===== src/rtl/tmds_pkg.sv =====
// Shared TMDS definitions: symbol/data widths, control tokens, align FSM states.
// Pure declarations, no logic.
// Used by both the receive aligner/decoder and the transmit-side encoder.
package tmds_pkg;

  localparam int SYM_W = 10;
  localparam int DAT_W = 8;

  // Control tokens as 10-bit symbols, bit 0 is the first bit on the wire.
  localparam logic [SYM_W-1:0] TOK_C00 = 10'h354;
  localparam logic [SYM_W-1:0] TOK_C01 = 10'h0AB;
  localparam logic [SYM_W-1:0] TOK_C10 = 10'h154;
  localparam logic [SYM_W-1:0] TOK_C11 = 10'h2AB;

  typedef enum logic [1:0] {
    ST_SEARCH = 2'd0,
    ST_VERIFY = 2'd1,
    ST_LOCKED = 2'd2
  } align_state_t;

  // Largest of three timing parameters; sizes the shared alignment counter.
  function automatic int max3(input int a, input int b, input int c);
    int m;
    m = (a > b) ? a : b;
    return (m > c) ? m : c;
  endfunction

endpackage


===== src/rtl/tmds_rx_align_decode_if.sv =====
// Bundle of the per-channel receive data path: raw deserialized word in,
// decoded pixel/control/status out. master = word source / consumer side,
// slave = the aligner/decoder.
interface tmds_rx_align_decode_if;
  import tmds_pkg::*;

  logic [SYM_W-1:0] i_raw;
  logic [DAT_W-1:0] o_data;
  logic [1:0]       o_ctrl;
  logic             o_de;
  logic             o_locked;
  logic [3:0]       o_offset;

  modport master (
    output i_raw,
    input  o_data, o_ctrl, o_de, o_locked, o_offset
  );

  modport slave (
    input  i_raw,
    output o_data, o_ctrl, o_de, o_locked, o_offset
  );

endinterface


===== src/rtl/tmds_decode_10to8.sv =====
// Combinational TMDS symbol decoder: 10b symbol -> {is_token, de, ctrl, data}.
// Latency: 0 cycles (pure combinational).
// No flow control; evaluates every cycle.
module tmds_decode_10to8
  import tmds_pkg::*;
(
  input  logic [SYM_W-1:0] sym,
  output logic             is_token,
  output logic             de,
  output logic [1:0]       ctrl,
  output logic [DAT_W-1:0] data
);

  logic [DAT_W-1:0] t;

  // Token match, then undo the inversion and XOR/XNOR transition coding.
  always_comb begin
    is_token = 1'b1;
    ctrl     = 2'b00;
    unique case (sym)
      TOK_C00: ctrl = 2'b00;
      TOK_C01: ctrl = 2'b01;
      TOK_C10: ctrl = 2'b10;
      TOK_C11: ctrl = 2'b11;
      default: is_token = 1'b0;
    endcase
    de = ~is_token;

    t       = sym[9] ? ~sym[7:0] : sym[7:0];
    data    = '0;
    data[0] = t[0];
    for (int i = 1; i < DAT_W; i++) begin
      data[i] = sym[8] ? (t[i] ^ t[i-1]) : ~(t[i] ^ t[i-1]);
    end
  end

endmodule


===== src/rtl/tmds_rx_align_decode.sv =====
// One TMDS channel receiver: barrel-window symbol alignment on control tokens + 10b->8b decode.
// Latency: 3 cycles from a word on i_raw to decoded outputs (offset 0).
// No backpressure: one word accepted and one result produced every pixel clock.
module tmds_rx_align_decode
  import tmds_pkg::*;
#(
  parameter int TOKEN_RUN      = 8,     // tokens in a row at one offset to lock, at least 2
  parameter int SEARCH_TIMEOUT = 2048,  // token-free cycles before trying the next offset
  parameter int LOSS_TIMEOUT   = 4096   // token-free cycles while locked before dropping lock
) (
  input  logic                 i_clk,
  input  logic                 i_rst,
  tmds_rx_align_decode_if.slave rx
);

  localparam int CNT_W = $clog2(max3(TOKEN_RUN, SEARCH_TIMEOUT, LOSS_TIMEOUT));
  localparam logic [CNT_W-1:0] RUN_LAST    = CNT_W'(TOKEN_RUN - 1);
  localparam logic [CNT_W-1:0] SEARCH_LAST = CNT_W'(SEARCH_TIMEOUT - 1);
  localparam logic [CNT_W-1:0] LOSS_LAST   = CNT_W'(LOSS_TIMEOUT - 1);

  align_state_t     state_q, state_d;
  logic [CNT_W-1:0] cnt_q, cnt_d;
  logic [3:0]       offset_q, offset_d;
  logic             skip_q, skip_d;

  logic [SYM_W-1:0]   raw_q;
  logic [SYM_W-1:0]   sym_q;
  logic [2*SYM_W-1:0] window;
  logic [SYM_W-1:0]   aligned;

  logic             dec_token;
  logic             dec_de;
  logic [1:0]       dec_ctrl;
  logic [DAT_W-1:0] dec_data;

  logic [DAT_W-1:0] data_q;
  logic [1:0]       ctrl_q;
  logic             de_q;
  logic             locked_q;

  // Two consecutive words cover every possible symbol boundary; offset picks one.
  assign window  = {rx.i_raw, raw_q};
  assign aligned = window[offset_q +: SYM_W];

  // Input word history and aligned symbol register.
  always_ff @(posedge i_clk) begin
    if (i_rst) begin
      raw_q <= '0;
      sym_q <= '0;
    end else begin
      raw_q <= rx.i_raw;
      sym_q <= aligned;
    end
  end

  tmds_decode_10to8 u_dec (
    .sym      (sym_q),
    .is_token (dec_token),
    .de       (dec_de),
    .ctrl     (dec_ctrl),
    .data     (dec_data)
  );

  // Alignment FSM state, shared counter, offset and post-shift skip flag.
  always_ff @(posedge i_clk) begin
    if (i_rst) begin
      state_q  <= ST_SEARCH;
      cnt_q    <= '0;
      offset_q <= '0;
      skip_q   <= 1'b0;
    end else begin
      state_q  <= state_d;
      cnt_q    <= cnt_d;
      offset_q <= offset_d;
      skip_q   <= skip_d;
    end
  end

  // Next-state logic. The symbol just after an offset shift was captured with
  // the old offset, so SEARCH ignores it and holds the counter for that cycle.
  always_comb begin
    state_d  = state_q;
    cnt_d    = cnt_q;
    offset_d = offset_q;
    skip_d   = 1'b0;
    unique case (state_q)
      ST_SEARCH: begin
        if (skip_q) begin
          cnt_d = cnt_q;
        end else if (dec_token) begin
          state_d = ST_VERIFY;
          cnt_d   = CNT_W'(1);
        end else if (cnt_q == SEARCH_LAST) begin
          cnt_d    = '0;
          offset_d = (offset_q == 4'd9) ? 4'd0 : offset_q + 4'd1;
          skip_d   = 1'b1;
        end else begin
          cnt_d = cnt_q + CNT_W'(1);
        end
      end
      ST_VERIFY: begin
        if (!dec_token) begin
          state_d = ST_SEARCH;
          cnt_d   = '0;
        end else if (cnt_q == RUN_LAST) begin
          state_d = ST_LOCKED;
          cnt_d   = '0;
        end else begin
          cnt_d = cnt_q + CNT_W'(1);
        end
      end
      ST_LOCKED: begin
        if (dec_token) begin
          cnt_d = '0;
        end else if (cnt_q == LOSS_LAST) begin
          state_d = ST_SEARCH;
          cnt_d   = '0;
        end else begin
          cnt_d = cnt_q + CNT_W'(1);
        end
      end
      default: begin
        state_d = ST_SEARCH;
        cnt_d   = '0;
      end
    endcase
  end

  // Output register keyed on the next state so lock status and decoded
  // fields change together; control is held across data symbols.
  always_ff @(posedge i_clk) begin
    if (i_rst) begin
      locked_q <= 1'b0;
      de_q     <= 1'b0;
      ctrl_q   <= '0;
      data_q   <= '0;
    end else begin
      locked_q <= (state_d == ST_LOCKED);
      if (state_d != ST_LOCKED) begin
        de_q   <= 1'b0;
        ctrl_q <= '0;
        data_q <= '0;
      end else if (dec_token) begin
        de_q   <= 1'b0;
        ctrl_q <= dec_ctrl;
        data_q <= '0;
      end else begin
        de_q   <= dec_de;
        data_q <= dec_data;
      end
    end
  end

  assign rx.o_data   = data_q;
  assign rx.o_ctrl   = ctrl_q;
  assign rx.o_de     = de_q;
  assign rx.o_locked = locked_q;
  assign rx.o_offset = offset_q;

endmodule


===== src/flat_wrapper.sv =====
// flat-port wrapper written by rule: the top's interface ports become plain ports
module tmds_rx_align_decode_flat import tmds_pkg::*;
#(
  parameter int TOKEN_RUN      = 8,                                                         
  parameter int SEARCH_TIMEOUT = 2048,                                                    
  parameter int LOSS_TIMEOUT   = 4096                                                         
)
  (i_clk, i_rst, rx_i_raw, rx_o_data, rx_o_ctrl, rx_o_de, rx_o_locked, rx_o_offset);
  tmds_rx_align_decode_if rx_i ();
  input  logic i_clk;
  input  logic i_rst;
  input wire logic [$bits(rx_i.i_raw)-1:0] rx_i_raw;
  output wire logic [$bits(rx_i.o_data)-1:0] rx_o_data;
  output wire logic [$bits(rx_i.o_ctrl)-1:0] rx_o_ctrl;
  output wire logic [$bits(rx_i.o_de)-1:0] rx_o_de;
  output wire logic [$bits(rx_i.o_locked)-1:0] rx_o_locked;
  output wire logic [$bits(rx_i.o_offset)-1:0] rx_o_offset;
  assign rx_i.i_raw = rx_i_raw;
  assign rx_o_data = rx_i.o_data;
  assign rx_o_ctrl = rx_i.o_ctrl;
  assign rx_o_de = rx_i.o_de;
  assign rx_o_locked = rx_i.o_locked;
  assign rx_o_offset = rx_i.o_offset;
  tmds_rx_align_decode #(.TOKEN_RUN(TOKEN_RUN), .SEARCH_TIMEOUT(SEARCH_TIMEOUT), .LOSS_TIMEOUT(LOSS_TIMEOUT)) u_core (.i_clk(i_clk), .i_rst(i_rst), .rx(rx_i));
endmodule

===== config.mk =====
export PLATFORM = sky130hd
export DESIGN_NAME = tmds_rx_align_decode_flat
export DESIGN_NICKNAME = d
export VERILOG_FILES = /design/src/rtl/tmds_pkg.sv /design/src/rtl/tmds_rx_align_decode_if.sv /design/src/rtl/tmds_decode_10to8.sv /design/src/rtl/tmds_rx_align_decode.sv /design/src/flat_wrapper.sv
export SDC_FILE = /design/constraint.sdc
export NUM_CORES = 1
export LEC_CHECK = 0
export CAP_MARGIN = 20
export CORE_ASPECT_RATIO = 1.25
export CORE_UTILIZATION = 55
export CTS_CLUSTER_DIAMETER = 100
export DETAILED_ROUTE_END_ITERATION = 10
export PLACE_DENSITY = 0.86
export SETUP_SLACK_MARGIN = 0.3
export SLEW_MARGIN = 15
export SYNTH_ARGS = -nofsm -noshare
export SYNTH_HDL_FRONTEND = slang
export SYNTH_SLANG_ARGS = --single-unit

===== constraint.sdc =====
create_clock -name i_clk -period 2.5 [get_ports i_clk]
set_clock_uncertainty 0.05 [all_clocks]
set_input_delay 0.375 -clock i_clk [delete_from_list [all_inputs] [get_ports i_clk]]
set_output_delay 0.375 -clock i_clk [all_outputs]
set_load 0.01 [all_outputs]

After elaboration in Yosys (flattened, before gate mapping)
Cells that the tools add are included.
{"block": "op_classes", "add_sub_neg": 2, "n_eq_ne": 13, "n_shift": 1, "mux": 27, "bitwise_logic": 18, "reduce_logical": 6}
{"operator": "$mux 12", "n": 7}
{"operator": "$pmux 12 s3", "n": 1}
{"operator": "$eq 10x10->1 const B", "n": 2}
{"operator": "$shiftx 20x5->10", "n": 1}
{"operator": "$add 12x1->12 const B", "n": 1}
{"operator": "$eq 12x11->1 const B", "n": 1}
{"operator": "$eq 12x12->1 const B", "n": 1}
{"operator": "$eq 12x3->1 const B", "n": 1}
{"operator": "$mux 2", "n": 6}
{"operator": "$pmux 2 s3", "n": 2}
{"operator": "$eq 10x8->1 const B", "n": 1}
{"operator": "$eq 10x9->1 const B", "n": 1}
{"operator": "$not 1->1", "n": 10}
{"operator": "$mux 1", "n": 9}
{"operator": "$mux 8", "n": 1}
{"operator": "$not 8->8", "n": 1}
{"operator": "$reduce_or 4->1", "n": 2}
{"operator": "$xor 1x1->1", "n": 7}
{"operator": "$add 4x1->4 const B", "n": 1}
{"operator": "$eq 2x2->1 const B", "n": 2}
{"operator": "$eq 4x4->1 const B", "n": 1}
{"operator": "$mux 4", "n": 1}
{"operator": "$ne 2x2->1 const B", "n": 2}
{"operator": "$reduce_and 4->1", "n": 1}
{"operator": "4 further kinds", "n": 4}
{"block": "totals", "ff_bits": 51, "inputBits": 12, "output_inout_bits": 16, "word_cells": 77}

Depth between registers and ports, before layout
Gate-level depths: netlist of run 1.
{"block": "depth", "depth_word": 8, "ltp_mapped": 9, "ltp_nobuf": 7}

Modules after synthesis
From an unflattened synthesis of run 1, not the netlist that was laid out.
{"block": "unflattened", "hier_cells": 333, "area_unflattened_um2": 3065.4}
{"module": "tmds_rx_align_decode", "n_inst": 1, "cells_per_inst": 297, "area_per_inst_um2": 2775.2, "seq_area_each_um2": 1021.0}
{"module": "tmds_decode_10to8", "n_inst": 1, "cells_per_inst": 36, "area_per_inst_um2": 290.3, "seq_area_each_um2": 0.0}

Least setup slack after synthesis of run 1
Ideal clock, no wire load.
{"block": "synth_timing", "path_type": "flip-flop to flip-flop", "start": "register u_core.sym_q[4]", "end": "register u_core.cnt_q[4]", "setup_ps": 133, "t_arrival_ps": 1688, "setup_slack_ps": 629, "path_stages_with_launch": 10, "n_path_buf": 2, "period_less_slack_ps": 1871, "path_cell_list": "dfxtp_1 > inv_1 > ha_1 > nor2b_2 > and4_1 > buf_2 > o211a_1 > buf_4 > o2111ai_1 > o311ai_1"}
{"block": "synth_between", "elab_chain_len": 6, "word_cells_on_any_way": 11, "classes_between": "eq/ne (4); mux (6); reduce/logical (1)"}
{"item": "start: declaration", "line": "tmds_rx_align_decode.sv:27", "text": "logic [SYM_W-1:0] sym_q;"}
{"item": "start signal: assignment", "line": "tmds_rx_align_decode.sv:52", "text": "sym_q <= aligned;"}
{"item": "$eq 10x10->1 (tied with other cells)", "line": "tmds_decode_10to8.sv:20", "text": "unique case (sym)"}
{"item": "$reduce_or 4->1 (no line) *"}
{"item": "$mux 1 *", "line": "tmds_decode_10to8.sv:20"}
{"item": "$mux 12", "line": "tmds_rx_align_decode.sv:90", "text": "end else if (dec_token) begin"}
{"item": "$mux 12", "line": "tmds_rx_align_decode.sv:88", "text": "if (skip_q) begin"}
{"item": "$pmux 12 s3 *", "line": "tmds_rx_align_decode.sv:86", "text": "unique case (state_q)"}
{"item": "end signal: assignment", "line": "tmds_rx_align_decode.sv:73", "text": "cnt_q <= cnt_d;"}
{"item": "end: declaration", "line": "tmds_rx_align_decode.sv:22", "text": "logic [CNT_W-1:0] cnt_q, cnt_d;"}
Mark *: on every way between the ends. The rest lies on a longest branch, timed or not. The select of a mux whose other input is x is not followed.
A chain may end at the register's enable or synchronous reset.

Final worst setup path of run 1
{"block": "layout_timing", "start": "register u_core.cnt_q[0]", "end": "register u_core.offset_q[1], in the netlist u_core.rx.o_offset[1]"}
{"block": "layout_between", "elab_chain_len": 2}
{"item": "$eq 12x11->1", "line": "tmds_rx_align_decode.sv:93", "text": "end else if (cnt_q == SEARCH_LAST) begin"}
{"item": "$reduce_and 4->1 (no line)"}
{"item": "end signal: assignment", "line": "tmds_rx_align_decode.sv:74", "text": "offset_q <= offset_d;"}
{"item": "end: declaration", "line": "tmds_rx_align_decode.sv:23", "text": "logic [3:0] offset_q, offset_d;"}
No other way between the ends.

==> metrics.cfg, run 1 <==
[power_and_ir_drop]
seq_power_share_pct=54.1
fin_total_pwr_mw=1.57
p_switching_mw=0.371
p_clk_share_pct=37.2
power_density_nw_per_um2=463
power.internal_mw=1.20
peakVddDrop_mv=0.353
p_leak_nw=1.29
power_frac_comb_pct=8.7
switching_share_pct=23.6

[sta]
period_share_pct=85.0
slew-limit-headroom_pct=59.1
fmax_ghz=0.471
rsz0062_at_grt=yes
setup_viol=0
fin_tns_setup_ns=0
hold_slack_ns=0.463
fin_crit_ns=2.13
slew_viol_final=0
worst_pin_slew_ns=0.611
hold_violations=0

[clock_network]
clkLatencyLatePin_ns=0.31
cts_root_buf=clkbuf_8
cts-htree-levels=2
clkTransAtPathRegs_ns=0.09
clock-sinks=51
cts-buffers-inserted=5
cts_tree=done
clockBufferDepth=2

[outcome]
status=complete, no violations

[placed_design]
io_buffers=27
globalplace.congestion=0.955
placed_cell_area_sq_um=3240
numPlacedInstances=399
post-dp-hpwl_mm=4.53

[cells_and_area]
n_antenna_cell=0
area.growth.synth_to_final_pct=16.0
fin_area_sq_um=3400
fin_nets=367
final_cells=408
final_common_cell=dfxtp_1
final_cell_mix=49 x dfxtp_1, 33 x nor2_1, 27 x clkdlybuf4s50_1
drive_gt1_share_pct=13.3

[yosys]
avgSynthCellArea_sq_um=9.04
yosysWarnings=0
ys_async_sr_fraction_pct=0
netlist_area_sq_um=2930
ys_ff_latch=51
postSynthCellCount=324
syn-num-nets=346
yosysSeqAreaShare_pct=34.9
ys.flop_type=dfxtp_1
ys_types=48
synth_edf_count=0

[route]
dr.pass1.iters=5
via_count=2448
vias_per_cell=6.00
met2_length_mm=3.29
antenna_left=0
met1_length_mm=2.50
routed.top_layer=met4
drtIter0Drc=192
drt-wirelength-per-cell_microns=15.3
drc=0
wl_met3_microns=259
routed_wl_mm=6.26

[critical_path]
path_class=reg -> reg
cp_cell_sequence=ha_1, nand3_2, nor4_4, nand4b_2, or3_1, a21oi_1
crit_path_max_fanout=7
r2r_cells=6
start_kind=flip-flop
cpMaxStageDelayCell=dfxtp_1
end_kind=flip-flop
critPathMaxStageDelay_ns=0.45
arrival_ns=2.31
critPathRequiredTime_ns=2.69

[global_routing]
grt_use_total_pct=23.5
grt_pass1_wl_mm=10.1
grt_max_degree=31
grt_antenna_before_repair=0
grt_pass1_vias=2252
grt_overflow=0

[floorplanning]
die-height_microns=83.6
ioPinCount=28
coreArea_sq_um=5120
placementRows=29
initial_core_util_pct=57.3
dieArea_sq_um=5620
die_x_microns=67.3

[job]
drv_cap=0

[worst_hold_path]
hold_path_class=reg -> reg
holdPathStages=2

[final timing paths]
check | slack [ns] | endpoint | from
worst max register to register | 0.37 | u_core.rx.o_offset[1] | u_core.cnt_q[0]
worst min register to register | 0.46 | u_core.rx.o_ctrl[1] | u_core.rx.o_ctrl[1]
worst min-delay path | 0.46 | u_core.rx.o_ctrl[1] | u_core.rx.o_ctrl[1]
worst max-delay path | 0.37 | u_core.rx.o_offset[1] | u_core.cnt_q[0]
[per-stage QoR]
| stage | setup slack [ns] | utilization (%) |
|---|---|---|
| 2_1_floorplan | 0.629 | - |
| 3_3_place_gp | 0.410 | 63.3 |
| 3_5_place_dp | 0.367 | 63.3 |
| 4_1_cts | 0.345 | 65.5 |
| 5_1_grt | 0.267 | 66.4 |
| 6_report | 0.375 | 66.4 |
[logic make-up (layout without fill, tap and decap cells)]
| kind of cell | count (synthesis) | after routing | synth area share, % |
|---|---|---|---|
| simple gates | 125 | 125 | 23.2 |
| compound gates | 56 | 56 | 13.6 |
| flops | 51 | 51 | 34.9 |
| buf+inv | 39 | 61 | 5.64 |
| mux | 27 | 27 | 13.6 |
| xor+xnor | 16 | 16 | 4.78 |
| fa+ha+maj | 10 | 10 | 4.27 |
[cell type report]
class                      count  area [sq um]
multi-input combinational    234          1780
fill                         417          1720
sequential                    51          1020
timing repair buffer          34           335
tap                           62          77.6
inverter                      19          71.3
clock buffer                   5          68.8
clock inverter                 3          43.8
[state kept, by name (all words and copies together), names as in the netlist]
register            cells
u_core.cnt_q           12
u_core.raw_q           10
u_core.sym_q           10
u_core.rx.o_data        8
u_core.rx.o_offset      4
u_core.rx.o_ctrl        2
u_core.state_q          2
u_core.rx.o_de          1
u_core.rx.o_locked      1
u_core.skip_q           1
[cell usage after synthesis (8+ instances only)]
cell type,n,share of area [%]
nand4_1,8,1.7
ha_1,10,4.3
dfxtp_1,51,35
nand3_1,8,1.4
mux4_2,10,7.7
nor3_1,11,1.9
buf_2,8,1.4
mux2i_1,14,4.8
nand2_1,23,2.9
clkbuf_1,9,1.2
a21oi_1,14,2.4
xnor2_1,12,3.6
a211oi_1,17,4.4
inv_1,17,2.2
nor2_1,33,4.2
nor2b_1,18,3.8
[layer usage]
layer,global-route usage (%),vias to the layer above
li1,-,1193
met2,41.3,74
met5,0,-
met4,11.2,0
met1,26.1,1165
met3,4.23,16
[timing repair]
action	in CTS	in global routing
setup buffers	0	1
resized for setup	0	9
hold buffers	0	0
hold endpoints to repair	0	0
endpoints found under the setup margin	0	20
[power groups by stage]
stage	Combinational, mW	Sequential, mW	Clock (mW)
floorplan	0.0918	0.862	0
global placement	0.131	0.867	0
detailed placement	0.134	0.869	0
CTS	0.136	0.850	0.591
global route	0.151	0.853	0.621
finish	0.137	0.850	0.586
[worst max-delay path, delay by kind of cell (launching register included)]
kind	cells	cell delay (ns)
adder cells (fa/ha/maj)	1	0.28
AND/OR/NAND/NOR	4	1.12
flip-flops	1	0.45
AO/OA/AOI/OAI	1	0.16
Power figures use the tool's default switching activity.
==> run 2, diff against run 1 <==
- GPL_ROUTABILITY_DRIVEN: not set -> 0
==> run 2 against run 1 <==
Effect of this change: worst setup slack got worse by 0.053 ns; critical path depth fell by 4; via count up 2.0%; die area unchanged; core utilization up 0.59 points; cell count increased by 1.5%; global-route usage is 1.2 points lower; critical endpoint is now rx_o_offset[1].
==> metrics.cfg, run 2 (synthesized netlist as in run 1, its figures left out) <==
[power_and_ir_drop]
p_switching_mw=0.358  ; -3.5%
peakVddDrop_mv=0.388  ; +9.9%
power.internal_mw=1.23  ; +2.5%
switching_share_pct=22.5  ; -1.1 points
seq_power_share_pct=53.5  ; -0.6 points
p_clk_share_pct=38.1  ; +0.9 points
power_frac_comb_pct=8.4  ; -0.3 points
power_density_nw_per_um2=464  ; +0.23%
p_leak_nw=1.30  ; +0.56%

[cells_and_area]
final_util_pct=67.0  ; +0.59 points
final_cell_mix=51 x dfxtp_1, 33 x nor2_1, 27 x clkdlybuf4s50_1
final_common_cell=dfxtp_1
reg.largest.list=u_core.cnt_q: 12 flops, u_core.raw_q: 10 flops, u_core.sym_q: 10 flops
area.growth.synth_to_final_pct=17.0
largest_reg_flops=12  ; unchanged
final_cells=414  ; +1.5%
top_register=u_core.cnt_q
n_antenna_cell=0  ; unchanged
drive_gt1_share_pct=14.2  ; +0.91 points
fillCellCount=411  ; -1.4%
fin_nets=373  ; +1.6%

[route]
vias_per_cell=6.03  ; +0.52%
routed_wl_mm=6.00  ; -4.0%
drtIter0Drc=180  ; -6.3%
drt-wirelength-per-cell_microns=14.5  ; -5.4%
antenna_left=0  ; unchanged
dr.pass1.iters=5  ; unchanged
via_count=2497  ; +2.0%
drc=0  ; unchanged

[sta]
setup_viol=0  ; unchanged
worst_pin_slew_ns=0.642  ; +0.0312 ns
slew-limit-headroom_pct=57.0  ; -2.1 points
period_share_pct=87.1  ; +2.1 points
slew_viol_final=0  ; unchanged
rsz0062_at_grt=yes
fmax_ghz=0.459  ; -2.4%
fin_crit_ns=2.18  ; +0.0530 ns
fin_tns_setup_ns=0  ; unchanged
hold_violations=0  ; unchanged

[global_routing]
grt_pass1_wl_mm=9.69  ; -3.7%
grt_overflow=0  ; unchanged
grt_antenna_before_repair=0  ; unchanged
grt_max_degree=31  ; unchanged
grt_use_total_pct=22.2  ; -1.2 points
grt_pass1_vias=2256  ; +0.18%

[clock_network]
cts_tree=done
clockBufferDepth=2  ; unchanged
postCtsHoldBufs=0  ; unchanged
cts-buffers-inserted=5  ; unchanged
clkTransAtPathRegs_ns=0.10  ; about the same
cts-htree-levels=2  ; unchanged
clock-sinks=51  ; unchanged
cts_root_buf=clkbuf_8
clkLatencyLatePin_ns=0.31  ; about the same

[critical_path]
critPathMaxStageDelay_ns=0.60  ; +0.15 ns
start_kind=flip-flop
crit_path_max_fanout=12  ; +5
end_kind=output pin
cpMaxStageDelayCell=dfxtp_1
critPathRequiredTime_ns=2.08  ; -0.61 ns
critPathTopFamily=buffers and inverters
cp_num_buf_inv=2  ; +2
path_class=reg -> out
arrival_ns=1.75  ; -0.56 ns
cp_cell_sequence=buf_4, clkdlybuf4s50_1

[outcome]
status=complete, no violations

[floorplanning]
placementRows=29  ; unchanged
die_x_microns=67.3  ; unchanged
ioPinCount=28  ; unchanged
dieArea_sq_um=5620  ; unchanged
coreArea_sq_um=5120  ; unchanged
initial_core_util_pct=57.3  ; unchanged
die-height_microns=83.6  ; unchanged

[worst_hold_path]
hold_path_class=reg -> reg

[placed_design]
post-dp-hpwl_mm=4.39  ; -3.1%
numPlacedInstances=402  ; +0.75%
io_buffers=27  ; unchanged

[job]
drv_cap=0  ; unchanged

[run 2: path summary, 6_finish.rpt]
check / startpoint / to / slack [ns] / cells past startpoint
hold reg to reg: u_core.cnt_q[1] / u_core.cnt_q[1] / 0.47 / 2
setup reg to reg: u_core.sym_q[4] / u_core.rx.o_data[5] / 0.40 / 7
hold / removal: u_core.cnt_q[1] / u_core.cnt_q[1] / 0.47 / 2
setup / recovery: u_core.rx.o_offset[1] / rx_o_offset[1] / 0.32 / 2
[run 2: cell type report]
class / count / area, sq um / share of cell area, %
Timing Repair Buffer: 40 / 368 / 10.7
Inverter: 19 / 71.3 / 2.08
Clock inverter: 2 / 38.8 / 1.13
Clock buffer: 6 / 82.6 / 2.41
Tap cell: 62 / 77.6 / 2.26
Sequential cell: 51 / 1020 / 29.8
Multi-Input combinational cell: 234 / 1770 / 51.6
[run 2: layer usage]
layer,GRT usage (%),part of all wire (%)
met5,0,0
met4,11.4,3.1
met3,4.92,4.5
met2,37.6,51
met1,25.3,41
[run 2: timing repair]
action                                  in CTS  in global routing
endpoints found under the setup margin       0                 15
setup buffers                                0                  4
resized for setup                            0                  7
[run 2: power by group through the flow]
| stage | clock network, mW | logic, mW | registers [mW] |
|---|---|---|---|
| after floorplan | 0 | 0.0918 | 0.862 |
| after global routing | 0.648 | 0.148 | 0.854 |
| after global placement | 0 | 0.129 | 0.868 |
| after CTS | 0.616 | 0.133 | 0.850 |
| final | 0.606 | 0.134 | 0.851 |
| after detailed placement | 0 | 0.132 | 0.869 |
[run 2: tightest hold or removal path: cells and delay by family (launching register included)]
family           cells  cell delay [ns]
AND/OR/NAND/NOR      1             0.06
flip-flops           1             0.34
AO/OA/AOI/OAI        1             0.07
[run 2: per-stage QoR]
step / power, mW / cell area [sq um] / setup slack, ns / hold WS [ns]
2_1_floorplan: 0.954 / 2930 / 0.629 / 0.423
3_3_place_gp: 0.997 / 3250 / 0.420 / 0.437
3_5_place_dp: 1.00 / 3250 / 0.390 / 0.443
4_1_cts: 1.60 / 3370 / 0.330 / 0.456
5_1_grt: 1.65 / 3430 / 0.243 / 0.487
6_report: 1.59 / 3430 / 0.322 / 0.467
==> run 3, diff against run 2 <==
- CORE_UTILIZATION: 55 -> 35
- CTS_CLUSTER_DIAMETER: 100 -> not set
- PLACE_DENSITY: 0.86 -> 0.62
==> run 3 against run 2 <==
Effect of this change: the run now ends with design-rule violations left; global-route usage shrank 7.4 points; fmax grew 7.0%; sequential cell count is the same; hold slack worse by 0.0073 ns; combinational power about the same; total power fell by 0.72%; via count decreased by 4.4%; sequential power barely moved.
==> metrics.cfg, run 3 (synthesized netlist as in run 1, its figures left out) <==
[sta]
setup_viol=0  ; unchanged
hold_violations=0  ; unchanged
fin_tns_setup_ns=0  ; unchanged
slew_viol_final=0  ; unchanged
fin_crit_ns=2.04  ; -0.143 ns
rsz0062_at_grt=no
fmax_ghz=0.491  ; +7.0%
period_share_pct=81.4  ; -5.7 points
worst_pin_slew_ns=0.464  ; -0.178 ns
slew-limit-headroom_pct=69.0  ; +12 points

[placed_design]
post-dp-hpwl_mm=4.73  ; +7.8%
io_buffers=27  ; unchanged

[route]
routed_wl_mm=6.23  ; +3.7%
routed.top_layer=met4
wl_met3_microns=218  ; -19%
met2_length_mm=3.08  ; -0.29%
drc=2  ; +2
via_count=2387  ; -4.4%
vias_per_cell=5.29  ; -12%
dr.pass1.iters=7  ; +2
drt-wirelength-per-cell_microns=13.8  ; -4.8%
met1_length_mm=2.82  ; +15%
antenna_left=0  ; unchanged
drtIter0Drc=81  ; -55%

[critical_path]
arrival_ns=1.61  ; -0.14 ns
end_kind=output pin
critPathRequiredTime_ns=2.08  ; about the same
start_kind=flip-flop
critPathTopFamily=buffers and inverters
cp_num_buf_inv=2  ; unchanged
crit_path_max_fanout=13  ; +1
cp_cell_sequence=buf_4, clkdlybuf4s50_1
cpMaxStageDelayCell=dfxtp_2
path_class=reg -> out
critPathMaxStageDelay_ns=0.54  ; -0.06 ns

[cells_and_area]
fin_nets=377  ; +1.1%
drive_gt1_share_pct=15.4  ; +1.2 points
largest_reg_flops=12  ; unchanged
final_cell_mix=49 x dfxtp_1, 33 x nor2_1, 27 x clkdlybuf4s50_1
final_util_pct=43.8  ; -23 points
fillCellCount=780  ; +90%
area.growth.synth_to_final_pct=19.1
reg.largest.list=u_core.cnt_q: 12 flops, u_core.raw_q: 10 flops, u_core.sym_q: 10 flops
final_common_cell=dfxtp_1
top_register=u_core.cnt_q
n_antenna_cell=0  ; unchanged

[floorplanning]
placementRows=36  ; +24%
die-height_microns=104  ; +25%
dieArea_sq_um=8740  ; +55%
initial_core_util_pct=36.7  ; -21 points
ioPinCount=28  ; unchanged
die_x_microns=83.8  ; +25%
coreArea_sq_um=7970  ; +56%

[power_and_ir_drop]
fin_total_pwr_mw=1.58  ; -0.72%
power_density_nw_per_um2=453  ; -2.5%
p_leak_nw=1.32  ; +1.4%
peakVddDrop_mv=0.258  ; -34%

[clock_network]
postCtsHoldBufs=0  ; unchanged
clockBufferDepth=2  ; unchanged
clkTransAtPathRegs_ns=0.09  ; about the same
clock-sinks=51  ; unchanged
cts-buffers-inserted=5  ; unchanged
cts_root_buf=clkbuf_8
cts_tree=done
cts-htree-levels=2  ; unchanged
clkLatencyLatePin_ns=0.31  ; about the same

[global_routing]
grt_overflow=0  ; unchanged
grt_use_total_pct=14.9  ; -7.4 points
grt_pass1_wl_mm=10.6  ; +9.8%
grt_pass1_vias=2265  ; +0.40%
grt_antenna_before_repair=0  ; unchanged
grt_max_degree=30  ; -3.2%

[outcome]
status=finished with violations
violations=design-rule violations

[job]
drv_cap=0  ; unchanged

[worst_hold_path]
hold_path_class=reg -> reg

[run 3: repair_timing]
item / CTS / global route
buffers inserted: 0 / 7
pin swaps: 0 / 2
endpoints found under the setup margin: 1 / 25
resized for setup: 1 / 6
[run 3: worst paths after layout]
check                                      startpoint                   to  slack, ns  cells after the start
worst max register to register        u_core.sym_q[4]  u_core.rx.o_ctrl[1]       0.47                      6
worst min register to register        u_core.cnt_q[1]      u_core.cnt_q[1]       0.46                      2
worst min-delay path                  u_core.cnt_q[1]      u_core.cnt_q[1]       0.46                      2
worst max-delay path            u_core.rx.o_offset[1]       rx_o_offset[1]       0.46                      2
[run 3: cell type report]
cell class,instances,area [sq um],share of cell area [%]
Tap cell,95,119,3.41
Timing Repair Buffer,44,398,11.4
Inverter,19,71.3,2.04
Clock inverter,3,47.5,1.36
Multi-Input combinational cell,234,1760,50.5
Clock buffer,5,68.8,1.97
Sequential cell,51,1020,29.3
[run 3: metal layers]
metal / GRT usage [%] / vias to the layer above
met5: 0 / -
met4: 5.79 / 0
met3: 2.70 / 8
met2: 25.7 / 52
met1: 18.1 / 1109
li1: - / 1218
[run 3: worst min-delay path: cells and delay by family (launching register included)]
family | cells | cell delay [ns]
AOI/OAI and AO/OA | 1 | 0.06
DFF | 1 | 0.35
and+or+nand+nor | 1 | 0.06
[run 3: stage by stage]
| step | hold slack [ns] | setup slack [ns] | cells | instance area (sq um) |
|---|---|---|---|---|
| floorplan | 0.423 | 0.629 | 324 | 2930 |
| global placement | 0.446 | 0.356 | 436 | 3300 |
| finish | 0.460 | 0.465 | 451 | 3490 |
| CTS | 0.464 | 0.307 | 444 | 3420 |
| global route | 0.509 | 0.276 | 451 | 3490 |
| detailed placement | 0.450 | 0.330 | 436 | 3300 |
[run 3: power breakdown]
group          internal [mW]  switching (mW)
Sequential             0.832          0.0198
Combinational         0.0721          0.0589
Clock                  0.304           0.293
Total                   1.21           0.372
==> RTL edit (config.mk and constraints of run 1) <==
`TOKEN_RUN` is set to 8 in 2 places; all go to 4.
--- a/src/rtl/tmds_rx_align_decode.sv
+++ b/src/rtl/tmds_rx_align_decode.sv
@@ -6,3 +6,3 @@
 #(
-  parameter int TOKEN_RUN      = 8,     // tokens in a row at one offset to lock, at least 2
+  parameter int TOKEN_RUN      = 4,     // tokens in a row at one offset to lock, at least 2
   parameter int SEARCH_TIMEOUT = 2048,  // token-free cycles before trying the next offset
--- a/src/flat_wrapper.sv
+++ b/src/flat_wrapper.sv
@@ -3,3 +3,3 @@
 #(
-  parameter int TOKEN_RUN      = 8,                                                         
+  parameter int TOKEN_RUN      = 4,                                                         
   parameter int SEARCH_TIMEOUT = 2048,                                                    
Behaviour: not the same (Yosys sat finds a counterexample within 10 cycles, from zero or initial values and one cycle with i_rst high).
==> RTL edit against run 1 <==
  * Wire length increased by 7.4%
  * Fmax up 2.7%
  * Count of clock-buffer cells in the layout stayed put
  * Hold slack got worse by 0.017 ns
  * Worst setup slack improved by 0.055 ns
  * Power increased by 6.2%
  * Final area rose by 3.9%
  * Global-route usage grew 0.91 points
  * Synthesized area grew 5.3%
  * Critical path depth stayed put
  * Synthesized cell count increased by 3.4%
  * Sequential cell count stayed put
  * Critical path type unchanged
  * Largest cell class unchanged
  * Highest routed layer unchanged
==> RTL edit: results (changes against run 1) <==
| Metric | Value |
|---|---|
| Register-to-register setup slack | `0.43 ns (was 0.37 ns)` |
| Met1 GRT Util | `0.284 (was 0.261)` |
| Sequential area share after synthesis | `0.331 (was 0.349)` |
| CP Data Arrival Time | `2.26 ns (was 2.31 ns)` |
| Share of layout cells above drive strength 1 | `0.150 (was 0.133)` |
| FILL cells | `431 (was 417)` |
| Non-clk buf share | `0.0999 (was 0.0987)` |
| Placed cell area | `3380 um2 (was 3240 um2)` |
| Post-synth cell types | `64 (was 48)` |
| Met3 WL | `381 um (was 259 um)` |
| Wire per inst | `15.9 um (was 15.3 um)` |
| Seq/total area | `0.290 (was 0.301)` |
| FMAX | `483 MHz (was 471 MHz)` |
| Max_slew headroom | `0.505 (was 0.591)` |
| Commonest cells in the netlist | `51 x dfxtp_1, 34 x nor2_1, 23 x nand2_1 (was 51 x dfxtp_1, 33 x nor2_1, 23 x nand2_1)` |
| Worst Setup SP | `u_core.cnt_q[1] (was u_core.cnt_q[0])` |
| #MultiIn Comb | `247 (was 234)` |
| Mapped Area | `3090 um2 (was 2930 um2)` |
| Status | `finished clean (unchanged)` |
| DP Wirelength | `4.79 mm (was 4.53 mm)` |
| Signal buffers | `38 (was 34)` |
| Initial DRC count | `197 (was 192)` |
| Placer Congestion | `0.863 (was 0.955)` |
| Final net count | `380 (was 367)` |
| Count of non-CTS inverters in the layout | `15 (was 19)` |
| Pre-CTS setup slack | `0.376 ns (was 0.367 ns)` |
| Vias in the first global route | `2408 (was 2252)` |
| Worst vdd ir | `0.000364 V (was 0.000353 V)` |
| Met2 usage | `0.405 (was 0.413)` |
| First-pass GRT wire length | `11.0 mm (was 10.1 mm)` |
| Synth top area cells | `dfxtp_1 33%, mux4_2 7.3%, a211oi_1 4.6% (was dfxtp_1 35%, mux4_2 7.7%, mux2i_1 4.8%)` |
| Met3 Track Usage GR | `0.0545 (was 0.0423)` |
| Vias post-DR | `2645 (was 2448)` |
| DR WL met2 | `3.41 mm (was 3.29 mm)` |
| Worst path slowest cell | `or4_1 (was dfxtp_1)` |
| Net Sw Frac | `0.220 (was 0.236)` |
| Hold Slack | `0.446 ns (was 0.463 ns)` |
[RTL edit: kinds of logic (layout without fill, tap and decap cells)]
family	count (synthesis)	count (layout)	synth area share
compound gates	69	69	0.170
simple gates	128	128	0.231
flops	51	51	0.331
mux	26	26	0.127
fa+ha+maj	10	10	0.0406
buf+inv	37	61	0.0620
xor+xnor	14	14	0.0397
[RTL edit: repair_timing]
action	4_1_cts	5_1_grt
gates resized for setup	1	5
pin swaps	0	2
buffers inserted	0	1
setup endpoints to repair	1	15
[RTL edit: power by group through the flow]
stage	clock [W]	sequential (W)	combinational, W
after floorplan	0	0.000864	0.0000966
after global placement	0	0.000868	0.000133
after detailed placement	0	0.000869	0.000139
after CTS	0.000685	0.000850	0.000142
after global routing	0.000713	0.000854	0.000158
final	0.000677	0.000851	0.000143
[RTL edit: per-stage QoR]
step | utilization | cells
global placement | 0.625 | 414
finish | 0.653 | 423
CTS | 0.650 | 422
global route | 0.653 | 423
floorplan | - | 335
detailed placement | 0.625 | 414
